## config.mk

```make
export PLATFORM = sky130hd
export DESIGN_NAME = ex_wb_stage
export DESIGN_NICKNAME = d
export VERILOG_FILES = /design/src/rtl/core_pkg.sv /design/src/rtl/br_cond_eval.sv /design/src/rtl/ex_wb_stage.sv
export SDC_FILE = /design/constraint.sdc
export NUM_CORES = 1
export LEC_CHECK = 0
export BUFFER_PORTS_ARGS = -buffer_cell sky130_fd_sc_hd__buf_4
export CAP_MARGIN = 20
export CORE_MARGIN = 4
export CORE_UTILIZATION = 42
export DETAILED_ROUTE_END_ITERATION = 7
export PLACE_DENSITY_LB_ADDON = 0.15
export SKIP_LAST_GASP = 1
export SYNTH_ARGS = -nofsm -noshare
export SYNTH_HDL_FRONTEND = slang
export SYNTH_SLANG_ARGS = --single-unit
```

## constraint.sdc

```tcl
create_clock -name clk -period 4.3 [get_ports clk]
set_input_delay 0.43 -clock clk [delete_from_list [all_inputs] [get_ports clk]]
set_output_delay 0.43 -clock clk [all_outputs]
set_load 0.01 [all_outputs]
```

## src/rtl/core_pkg.sv

```systemverilog
// Shared definitions for the 16-bit core pipeline.
// Flag layout, branch condition codes and datapath widths.
package core_pkg;

   localparam int DATA_W = 16;
   localparam int REG_AW = 3;
   localparam int CC_W   = 4;
   localparam int CNT_W  = 16;

   localparam int FLAG_S = 3;
   localparam int FLAG_Z = 2;
   localparam int FLAG_C = 1;
   localparam int FLAG_V = 0;

   localparam logic [2:0] BR_BE  = 3'd0;
   localparam logic [2:0] BR_BLT = 3'd1;
   localparam logic [2:0] BR_BLE = 3'd2;
   localparam logic [2:0] BR_BNE = 3'd3;

endpackage

```

## src/rtl/br_cond_eval.sv

```systemverilog
// Combinational branch condition evaluation against SZCV flags.
// Codes 4-7 are reserved and never taken.
module br_cond_eval
   import core_pkg::*;
(
   input  logic [CC_W-1:0] flags,
   input  logic [2:0]      br_cond,
   output logic            taken
);

   logic lt;
   logic unused_c;

   assign lt       = flags[FLAG_S] ^ flags[FLAG_V];
   assign unused_c = flags[FLAG_C];

   // decode the condition code into a taken decision
   always_comb begin
      taken = 1'b0;
      case (br_cond)
         BR_BE:   taken = flags[FLAG_Z];
         BR_BLT:  taken = lt;
         BR_BLE:  taken = flags[FLAG_Z] | lt;
         BR_BNE:  taken = ~flags[FLAG_Z];
         default: taken = 1'b0;
      endcase
   end

endmodule

```

## src/rtl/ex_wb_stage.sv

```systemverilog
// Execute-to-writeback stage: one-entry result register,
// flag register, branch resolution and retire counter.
module ex_wb_stage
   import core_pkg::*;
(
   input  logic              clk,
   input  logic              rst,
   input  logic              in_valid,
   output logic              in_ready,
   input  logic [DATA_W-1:0] in_result,
   input  logic [CC_W-1:0]   in_cond,
   input  logic [REG_AW-1:0] in_rd,
   input  logic              in_wr_en,
   input  logic              in_set_cc,
   input  logic              in_is_branch,
   input  logic [2:0]        in_br_cond,
   input  logic [DATA_W-1:0] in_br_target,
   output logic              wb_valid,
   input  logic              wb_ready,
   output logic              wb_we,
   output logic [REG_AW-1:0] wb_addr,
   output logic [DATA_W-1:0] wb_data,
   output logic [CC_W-1:0]   flags,
   output logic              br_taken,
   output logic [DATA_W-1:0] br_target,
   output logic [CNT_W-1:0]  retire_cnt
);

   logic accept;
   logic drain;
   logic cond_true;
   logic take;

   assign in_ready = !wb_valid || wb_ready;
   assign accept   = in_valid && in_ready;
   assign drain    = wb_valid && wb_ready;
   assign take     = accept && in_is_branch && cond_true;

   br_cond_eval u_br_cond_eval (
      .flags   (flags),
      .br_cond (in_br_cond),
      .taken   (cond_true)
   );

   // writeback entry: load on accept, empty on drain
   always_ff @(posedge clk or posedge rst) begin
      if (rst) begin
         wb_valid <= 1'b0;
         wb_we    <= 1'b0;
         wb_addr  <= '0;
         wb_data  <= '0;
      end else if (accept) begin
         wb_valid <= 1'b1;
         wb_we    <= in_wr_en && !in_is_branch;
         wb_addr  <= in_rd;
         wb_data  <= in_result;
      end else if (drain) begin
         wb_valid <= 1'b0;
      end
   end

   // flags only change for accepted non-branch setters
   always_ff @(posedge clk or posedge rst) begin
      if (rst) begin
         flags <= '0;
      end else if (accept && in_set_cc && !in_is_branch) begin
         flags <= in_cond;
      end
   end

   // single-cycle taken pulse with sticky target
   always_ff @(posedge clk or posedge rst) begin
      if (rst) begin
         br_taken  <= 1'b0;
         br_target <= '0;
      end else begin
         br_taken <= take;
         if (take) begin
            br_target <= in_br_target;
         end
      end
   end

   // count completed writeback handshakes
   always_ff @(posedge clk or posedge rst) begin
      if (rst) begin
         retire_cnt <= '0;
      end else if (drain) begin
         retire_cnt <= retire_cnt + 1'b1;
      end
   end

endmodule

```

==> results.md, run 1 <==
- Least-Margin Pin Slew: 0.842 ns
- Multi-input logic area: 875 um^2
- Crit path kind: reg2reg
- Die ar.: 0.00689 mm^2
- Hold Crit Class: in2async
- First-pass GRT wire length: 8430 um
- Finished Cell Area: 0.00340 mm^2
- Cts repair resizes: 0
- Drt wl/cell: 14.3 um
- Syn-to-layout area delta: 43.8%
- CP Data Arrival Time: 2.04 ns
- Crit. End Element: flop
- Top area cells in the synthesized netlist: dfrtp_1 (61%), mux2_2 (15%), mux2_4 (5.7%)
- Combinational cell fraction of total power: 30.5%
- Grt total ovfl: 0
- ANT nets after route: 0
- Horiz. Die Dim: 83.0 um
- Gpl congestion: 0.732
- Yosys warns: 0
- CP required: 4.50 ns
- Worst reg2reg path depth: 4
- RSZ-0062 raised after global routing: false
- Cell Area, Placed: 0.00323 mm^2
- Core Rows: 27
- Fill count: 454
- # IOs: 108
- Die height: 83.0 um
- Port Buffers: 107
- Vias in the first global route: 1724
- Post-Route Setup TNS: 0 ns
- Clock share of power: 24.3%
- Distinct cells, synth: 26
- Post-synth top area share: 61.4%
- CTS root buf: clkbuf_8
- Post-Syn Area: 0.00236 mm^2
- Htree depth: 3
- Worst skew pair latency: 0.32 ns
- Commonest non-fill, non-tap cell in the layout: buf_4
- Pre-antenna DRT Iters: 5
- Slew margin rel.: 43.7%
- Clock Sink Count: 58
- Pin count of the biggest net entering global routing: 59
- CTS buffer count: 9
- Post-route DRC: 0
- Total number of vias: 1670
- Slew Viols, Final: 0
- Critical R2R Launch: flags[2]$_DFFE_PP0P_
- Layout Nets: 323
- Tcrit/Tclk final: 42.7%
- Syn Inst Count: 157
- Outcome: completed
- Vias/cell: 4.77
- Switching pwr: 487 uW
- Post-CTS Setup Bufs: 0
- Crit path time final: 1.83 ns
- Hold Vio Cnt, Final: 0
- Maximum VDD drop: 0.266 mV
- Internal power: 1220 uW
- Avg Cell Area, Syn: 15.1 um^2
- FF-to-FF setup slack: 2.47 ns
- Tot GR Track Use: 15.2%
- Max Freq: 545 MHz
- Syn nets: 207
- Setup crit start kind: flop
- Fin Clk Skew: 0.00435 ns
- Pwr dens: 503 mW/mm^2
- Seq/Total Area, Yosys: 61.4%
- DP Wirelength: 3690 um
- Initial drt markers: 46
- Register area: 0.00145 mm^2
- Most frequent cells in the layout: buf_4 (108), dfrtp_1 (58), mux2_2 (31), xnor2_1 (11), clkbuf_8 (10)
- Net Sw Frac: 28.5%
- Count of final setup violators: 0
- Initial core utilization: 43.2%
- #FFs+latches synth: 58
- Initial antenna violation count: 0
- Longest Clk Path Bufs: 2
- Leak Pwr: 0.00168 uW
- CTS tree: yes
- Area leader, netlist: dfrtp_1
- Layout cells sized above 1: 59.7%
- Part of the power in registers: 45.2%
- Final wirelength: 5000 um
- Number of max-cap violations: 0
- Reg2reg end: br_target[12]$_DFFE_PP0P_
- Diode count: 0
- Fin util: 62.1%
- Cts hold-fix bufs: 0
- Crit path max fanout: 17
- Core area: 0.00547 mm^2
- Clock Pin Slew Worst Setup and Hold Paths: 0.06 ns
[sequential cells by signal, indices dropped and copies added (netlist names)]
register,flops
wb_data,16
br_taken,1
flags,4
br_target,16
wb_addr,3
wb_valid,1
wb_we,1
retire_cnt,16
[critical path: stages (launching register included)]
cell and delay [ns]:
dfrtp_1 0.41, nor2b_1 0.19, mux2i_2 0.12, a21oi_4 0.58, mux2_2 0.41
[final cells by class]
class                      instances  area share, %
sequential                        58           42.7
multi-input combinational         94           25.7
timing repair buffer             108           23.9
clock buffer                      13           4.38
tap                               72           2.65
clock inverter                     3          0.442
inverter                           2          0.221
[layer usage]
layer / global-route usage, % / wire length [um]
met2: 23.3 / 2330
met4: 8.02 / 108
met3: 5.16 / 341
met1: 19.0 / 2220
met5: 0 / 0
[synthesized netlist by cell type]
| library cell | count |
|---|---|
| a21oi_4 | 1 |
| and3_1 | 2 |
| and4_1 | 1 |
| buf_12 | 1 |
| buf_2 | 2 |
| dfrtp_1 | 58 |
| ha_1 | 1 |
| inv_1 | 2 |
| mux2_2 | 31 |
| mux2_4 | 9 |
| mux2i_2 | 1 |
| nand2_1 | 7 |
| nand2b_1 | 1 |
| nand2b_4 | 1 |
| nand3_1 | 7 |
| nand4_1 | 3 |
| nand4b_1 | 1 |
| nand4b_4 | 1 |
| nor2_1 | 5 |
| nor2b_1 | 2 |
| nor3_1 | 1 |
| o21ai_0 | 1 |
| o21ai_1 | 1 |
| or2b_1 | 1 |
| xnor2_1 | 11 |
| xor2_1 | 5 |
[metrics by stage]
stage | total power [uW] | hold WS [ns] | setup WS, ns | std cells
finish | 1710 | 0.304 | 2.47 | 350
global route | 1820 | 0.318 | 2.36 | 350
CTS | 1740 | 0.318 | 2.45 | 350
detailed placement | 1310 | 0.472 | 2.34 | 334
global placement | 1300 | 0.466 | 2.38 | 334
floorplan | 1020 | 0.508 | 2.44 | 157
[kinds of logic after synthesis]
| family | after synthesis | share of synthesized area [%] |
|---|---|---|
| AO/OA/AOI/OAI | 3 | 1.11 |
| XOR/XNOR | 16 | 5.93 |
| adder cells (fa/ha/maj) | 1 | 0.529 |
| buffers and inverters | 5 | 1.59 |
| flip-flops | 58 | 61.4 |
| multiplexers | 41 | 21.1 |
| AND/OR/NAND/NOR | 33 | 8.36 |
[power by group through the flow]
stage                     Clock (uW)  Combinational, uW  Sequential, uW
after floorplan                    0                188             833
after global placement             0                522             779
after detailed placement           0                528             781
after CTS                        434                530             772
after global routing             460                567             793
final                            415                521             772
[how the worst max path moves through the flow]
stage / slack, ns / from / end / cells past startpoint
floorplan: 2.44 / rst / br_taken$_DFF_PP0_ / 1
global placement: 2.38 / in_br_cond[1] / br_target[14]$_DFFE_PP0P_ / 5
detailed placement: 2.34 / in_br_cond[1] / br_target[12]$_DFFE_PP0P_ / 5
CTS: 2.45 / flags[2]$_DFFE_PP0P_ / br_target[12]$_DFFE_PP0P_ / 4
global route: 2.36 / flags[2]$_DFFE_PP0P_ / br_target[15]$_DFFE_PP0P_ / 4
finish: 2.47 / flags[2]$_DFFE_PP0P_ / br_target[12]$_DFFE_PP0P_ / 4
No activity file was read; power rests on OpenSTA's default activity.
==> run 2, diff against run 1 <==
==> constraint.sdc (replaced) <==
create_clock -name clk -period 1.6 [get_ports clk]
set_input_delay 0.16 -clock clk [delete_from_list [all_inputs] [get_ports clk]]
set_output_delay 0.16 -clock clk [all_outputs]
set_load 0.01 [all_outputs]
==> run 2 against run 1 <==
  * First-iteration DRC count down 22%
  * Sequential power rose to 2.7 times the previous value
  * Register-to-register slack worse by 2.4 ns
  * Core utilization up 2.2 points
  * Sequential cell count unchanged
  * Critical path depth up 1
  * Final cell count up 1.1%
  * Global-route usage about the same
==> results.md, run 2 (synthesis gave the netlist of run 1 again) <==
- Worst skew pair latency: 0.32 ns (about the same)
- Drt wl/cell: 14.3 um (-0.18%)
- Placement Setup Slack: 0.0592 ns (-2.28 ns)
- Grt total ovfl: 0 (unchanged)
- Die ar.: 0.00689 mm^2 (unchanged)
- Post-route DRC: 0 (unchanged)
- Leak Pwr: 0.00173 uW (+3.4%)
- Hold Crit Class: in2reg
- Crit path kind: reg2reg
- Diode count: 0 (unchanged)
- Post-Route Setup TNS: 0 ns (unchanged)
- Finished Cell Area: 0.00352 mm^2 (+3.6%)
- Initial core utilization: 43.2% (unchanged)
- Tcrit/Tclk final: 92.9% (+50 points)
- CTS buffer count: 9 (unchanged)
- Horiz. Die Dim: 83.0 um (unchanged)
- CP Data Arrival Time: 1.69 ns (-0.35 ns)
- Initial drt markers: 36 (-22%)
- Pwr dens: 1390 mW/mm^2 (+180%)
- FF-to-FF setup slack: 0.11 ns (-2.35 ns)
- Setup crit start kind: flop
- CP required: 1.81 ns (-2.69 ns)
- Crit path depth: 5 (+1)
- RSZ-0062 raised after global routing: false
- Pin count of the biggest net entering global routing: 59 (unchanged)
- Die height: 83.0 um (unchanged)
- Most frequent cells in the layout: buf_4 (109), dfrtp_1 (58), mux2_2 (31), clkbuf_8 (12), xnor2_1 (11)
- Tot GR Track Use: 15.2% (about the same)
- Slew margin rel.: 79.7% (+36 points)
- CP top delay family: flip-flops
- Layout Nets: 328 (+1.5%)
- Crit path largest cell delay: 0.40 ns (-0.18 ns)
- Crit path time final: 1.49 ns (-0.349 ns)
- Crit path max fanout: 17 (unchanged)
- # IOs: 108 (unchanged)
- First-pass GRT wire length: 8360 um (-0.82%)
- Core Rows: 27 (unchanged)
- Pre-antenna DRT Iters: 4 (-1)
- Critical R2R Launch: flags[0]$_DFFE_PP0P_
- Hold Vio Cnt, Final: 0 (unchanged)
- Initial antenna violation count: 0 (unchanged)
- Crit. End Element: flop
- Count of final setup violators: 0 (unchanged)
- Clock Sink Count: 58 (unchanged)
- Total number of vias: 1647 (-1.4%)
- Maximum VDD drop: 0.746 mV (+180%)
- Worst-path cell chain: xor2_1 > o21ai_1 > a21oi_4 > buf_12 > mux2_2
- Port Buffers: 107 (unchanged)
- Outcome: completed
- Worst reg2reg path depth: 5 (+1)
- Max Freq: 673 MHz (+23%)
- Htree depth: 3 (unchanged)
- Vias in the first global route: 1679 (-2.6%)
- Least-Margin Pin Slew: 0.304 ns (-0.538 ns)
- Setup WS post-layout: 0.114 ns (-2.35 ns)
- Fin Clk Skew: 0.00572 ns (+0.00137 ns)
- Layout cells sized above 1: 61.3% (+1.6 points)
- DP Wirelength: 3780 um (+2.5%)
- Cell Area, Placed: 0.00330 mm^2 (+2.1%)
- Slowest cell on crit path: dfrtp_1
- Regs by FF count: br_target x16, retire_cnt x16, wb_data x16
- CP Buf/Inv Count: 1 (+1)
- ANT nets after route: 0 (unchanged)
- Number of max-cap violations: 0 (unchanged)
- Crit path from: flags[0]$_DFFE_PP0P_
- Final wirelength: 5050 um (+0.96%)
- CP endpoint: br_target[14]$_DFFE_PP0P_
- CTS tree: yes
- Vias/cell: 4.65 (-2.5%)
- Syn-to-layout area delta: 49.0%
- Slew Viols, Final: 0 (unchanged)
- Reg2reg end: br_target[14]$_DFFE_PP0P_
- Core area: 0.00547 mm^2 (unchanged)
- Longest Clk Path Bufs: 2 (unchanged)
- Clock Pin Slew Worst Setup and Hold Paths: 0.06 ns (about the same)
- Commonest non-fill, non-tap cell in the layout: buf_4
- CTS root buf: clkbuf_8
- Gpl congestion: 0.703 (-4.0%)
run 2: changes by cell type in the layout (fill, tap and decap cells not counted), sizes merged:
cell         before  now
bufinv            0    1
buf             108  112
clkinv            3    1
dlygate4sd3       0    1
run 2: power by group:
| group | switching [uW] | leakage, uW | total, uW | internal [uW] |
|---|---|---|---|---|
| clock network | 525 | 0.000106 | 1360 | 836 |
| registers | 245 | 0.000709 | 2070 | 1820 |
| logic | 556 | 0.000920 | 1450 | 895 |
run 2: cell type report:
| class | count | area, um^2 |
|---|---|---|
| clock buffer | 13 | 169 |
| inverter | 2 | 7.51 |
| fill | 453 | 1950 |
| clock inverter | 2 | 35.0 |
| multi-input combinational | 94 | 880 |
| tap | 72 | 90.1 |
| timing repair buffer | 113 | 888 |
| sequential | 58 | 1450 |
run 2: how the worst min path moves through the flow:
stage	slack, ns	end	startpoint	cells after the start
after floorplan	0.26	wb_valid$_DFFE_PP0P_	in_valid	1
after global placement	0.25	br_target[1]$_DFFE_PP0P_	rst	3
after detailed placement	0.25	br_target[1]$_DFFE_PP0P_	rst	3
after CTS	0.05	br_target[0]$_DFFE_PP0P_	in_br_target[0]	2
after global routing	0.05	wb_data[0]$_DFFE_PP0N_	in_result[0]	2
final	0.07	br_target[0]$_DFFE_PP0P_	in_br_target[0]	2
run 2: layer usage:
| metal | wire, um | share of wire [%] | track usage, % | vias up |
|---|---|---|---|---|
| met2 | 2350 | 47 | 23.6 | 66 |
| met1 | 2230 | 44 | 19.1 | 784 |
| li1 | - | - | - | 789 |
| met4 | 67 | 1.3 | 7.13 | 0 |
| met5 | 0 | 0 | 0 | - |
| met3 | 395 | 7.8 | 5.26 | 8 |
run 2: metrics by stage:
stage / hold slack, ns / total power (uW) / std cells / utilization (%)
2_1_floorplan: 0.263 / 2750 / 157 / -
3_3_place_gp: 0.254 / 3540 / 338 / 60.3
3_5_place_dp: 0.249 / 3560 / 338 / 60.3
4_1_cts: 0.0514 / 4940 / 354 / 64.2
5_1_grt: 0.0527 / 5150 / 354 / 64.3
6_report: 0.0673 / 4880 / 354 / 64.3
run 2: repair_timing:
item                                    in CTS  in global routing
endpoints found under the hold margin       58                  0
setup buffers                                0                  0
hold buffers                                 1                  0
gates resized for setup                      0                  2
endpoints found under the setup margin       0                  3
==> run 3, diff against run 2 <==
--- a/config.mk
+++ b/config.mk
@@ -7,6 +7,7 @@
 export LEC_CHECK = 0
 export BUFFER_PORTS_ARGS = -buffer_cell sky130_fd_sc_hd__buf_4
 export CAP_MARGIN = 20
+export CORE_ASPECT_RATIO = 0.75
 export CORE_MARGIN = 4
 export CORE_UTILIZATION = 42
 export DETAILED_ROUTE_END_ITERATION = 7
==> run 3 against run 2 <==
  * Final cell count rose by 2.3%
  * Count of clock-buffer cells in the layout fell by 2
  * Non-clock buffer count rose by 5
  * Global-route usage rose by 0.23 points
  * Critical endpoint is now br_target[12]$_DFFE_PP0P_
  * First-iteration DRC count fell by 5.6%
  * Combinational power barely moved
  * Sequential cell count did not move
  * Sequential power barely moved
  * Die area rose by 0.18%
  * Largest power group unchanged
==> results.md, run 3 (synthesis gave the netlist of run 1 again) <==
- Outcome: completed
- Count of final setup violators: 0 (unchanged)
- Longest Clk Path Bufs: 2 (unchanged)
- Cts hold-fix bufs: 1 (unchanged)
- First-pass GRT wire length: 7960 um (-4.9%)
- Htree depth: 3 (unchanged)
- Fin util: 64.8% (+0.44 points)
- Post-Route Setup TNS: 0 ns (unchanged)
- Leak Pwr: 0.00173 uW (about the same)
- Total number of vias: 1663 (+0.97%)
- Post-route DRC: 0 (unchanged)
- Vias/cell: 4.59 (-1.3%)
- Post-CTS Setup Bufs: 0 (unchanged)
- Port Buffers: 107 (unchanged)
- Internal power: 3260 uW (-8.2%)
- Part of the power in registers: 45.3% (+2.9 points)
- Fin Clk Skew: 0.00363 ns (-0.00209 ns)
- Net Sw Frac: 28.8% (+1.7 points)
- Pre-antenna DRT Iters: 4 (unchanged)
- CTS root buf: clkbuf_8
- Layout Nets: 333 (+1.5%)
- Grt total ovfl: 0 (unchanged)
- Crit path time final: 1.49 ns (+0.00592 ns)
- Slew Viols, Final: 0 (unchanged)
- Clock Sink Count: 58 (unchanged)
- Hold_sp: in_rd[0]
- Combinational cell fraction of total power: 31.6% (+1.9 points)
- Initial drt markers: 34 (-5.6%)
- Fill count: 444 (-2.0%)
- Crit path max fanout: 17 (unchanged)
- Crit path kind: reg2reg
- Worst reg2reg path depth: 5 (unchanged)
- CP Data Arrival Time: 1.70 ns (about the same)
- Initial core utilization: 43.7% (+0.50 points)
- Placed insts: 346 (+2.4%)
- Die ar.: 0.00690 mm^2 (+0.18%)
- Gpl congestion: 0.743 (+5.7%)
- Core area: 0.00541 mm^2 (-1.1%)
- Horiz. Die Dim: 94.6 um (+14%)
- Initial antenna violation count: 0 (unchanged)
- Pwr dens: 1310 mW/mm^2 (-5.6%)
- Clock share of power: 23.1% (-4.8 points)
- Register area: 0.00145 mm^2 (unchanged)
- Multi-input logic area: 875 um^2 (-0.57%)
- Max Freq: 670 MHz (-0.40%)
- Tcrit/Tclk final: 93.2% (+0.37 points)
- Clock Pin Slew Worst Setup and Hold Paths: 0.06 ns (about the same)
- Cell Area, Placed: 0.00334 mm^2 (+1.3%)
- Overall power: 4590 uW (-6.0%)
- RSZ-0062 raised after global routing: false
- Commonest non-fill, non-tap cell in the layout: buf_4
- Layout cells sized above 1: 61.0% (-0.37 points)
- Diode count: 0 (unchanged)
- Slew margin rel.: 76.4% (-3.4 points)
- Cts repair resizes: 0 (unchanged)
- Least-Margin Pin Slew: 0.354 ns (+0.0499 ns)
- Final wirelength: 5090 um (+0.95%)
- Setup crit start kind: flop
- CTS tree: yes
- Worst skew pair latency: 0.33 ns (about the same)
- Hold Vio Cnt, Final: 0 (unchanged)
- Reg2reg end: br_target[12]$_DFFE_PP0P_
- CTS buffer count: 9 (unchanged)
- # IOs: 108 (unchanged)
- Hold EP: wb_addr[0]$_DFFE_PP0N_
- Switching pwr: 1320 uW (-0.24%)
- Maximum VDD drop: 0.914 mV (+22%)
- Most frequent cells in the layout: buf_4 (114), dfrtp_1 (58), mux2_2 (31), xnor2_1 (11)
- Hold path depth: 2 (unchanged)
- Number of max-cap violations: 0 (unchanged)
- Critical R2R Launch: flags[2]$_DFFE_PP0P_
- DP Wirelength: 3900 um (+3.2%)
- Syn-to-layout area delta: 48.3%
- ANT nets after route: 0 (unchanged)
- Pin count of the biggest net entering global routing: 27 (-54%)
- Drt wl/cell: 14.1 um (-1.3%)
- Die height: 73.0 um (-12%)
- Non-filler cells, final: 362 (+2.3%)
- Crit. End Element: flop
- Hold Crit Class: in2reg
- Tot GR Track Use: 15.5% (+0.23 points)
- CP required: 1.81 ns (about the same)
- Regs by FF count: br_target x16, retire_cnt x16, wb_data x16
- Core Rows: 23 (-15%)
- Finished Cell Area: 0.00350 mm^2 (-0.46%)
- FF-to-FF setup slack: 0.11 ns (about the same)
- Vias in the first global route: 1678 (-0.060%)
-- run 3: changes by cell type in the layout (fill, tap and decap cells not counted), sizes merged --
cell    delta
clkbuf     -2
clkinv     +3
buf        +5
bufinv     -1
-- run 3: worst max-delay path, stage by stage, from the launching register on --
cell     delay, ns
dfrtp_1       0.38
nor2b_1       0.18
mux2i_2       0.12
a21oi_4       0.18
buf_12        0.18
mux2_2        0.34
-- run 3: power by group through the flow --
stage | combinational, uW | clock (uW) | sequential [uW]
after floorplan | 506 | 0 | 2240
after global placement | 1440 | 0 | 2100
after detailed placement | 1470 | 0 | 2100
after CTS | 1470 | 1110 | 2080
after global routing | 1550 | 1180 | 2140
final | 1450 | 1060 | 2080
-- run 3: worst max-delay path by stage --
stage	from	end
6_report	flags[2]$_DFFE_PP0P_	br_target[12]$_DFFE_PP0P_
5_1_grt	flags[2]$_DFFE_PP0P_	br_target[15]$_DFFE_PP0P_
4_1_cts	flags[2]$_DFFE_PP0P_	br_target[15]$_DFFE_PP0P_
3_5_place_dp	flags[2]$_DFFE_PP0P_	br_target[15]$_DFFE_PP0P_
3_3_place_gp	flags[2]$_DFFE_PP0P_	br_target[14]$_DFFE_PP0P_
2_1_floorplan	rst	br_taken$_DFF_PP0_
-- run 3: layer usage --
layer	GRT usage (%)	part of all wire [%]
met1	18.7	43
met2	22.7	43
met3	8.97	13
met4	6.24	0.75
met5	0	0
-- run 3: area by class of cell --
class	count	area share (%)
clock buffer	11	3.75
clock inverter	4	0.571
inverter	2	0.214
multi-input combinational	94	25.0
sequential	58	41.4
tap	75	2.68
timing repair buffer	118	26.4
-- run 3: metrics by stage --
step	hold slack [ns]	setup WS, ns
after floorplan	0.263	0.0120
after global placement	0.155	0.148
after detailed placement	0.163	0.101
after CTS	0.0406	0.0890
after global routing	0.0367	0.0313
final	0.0606	0.108
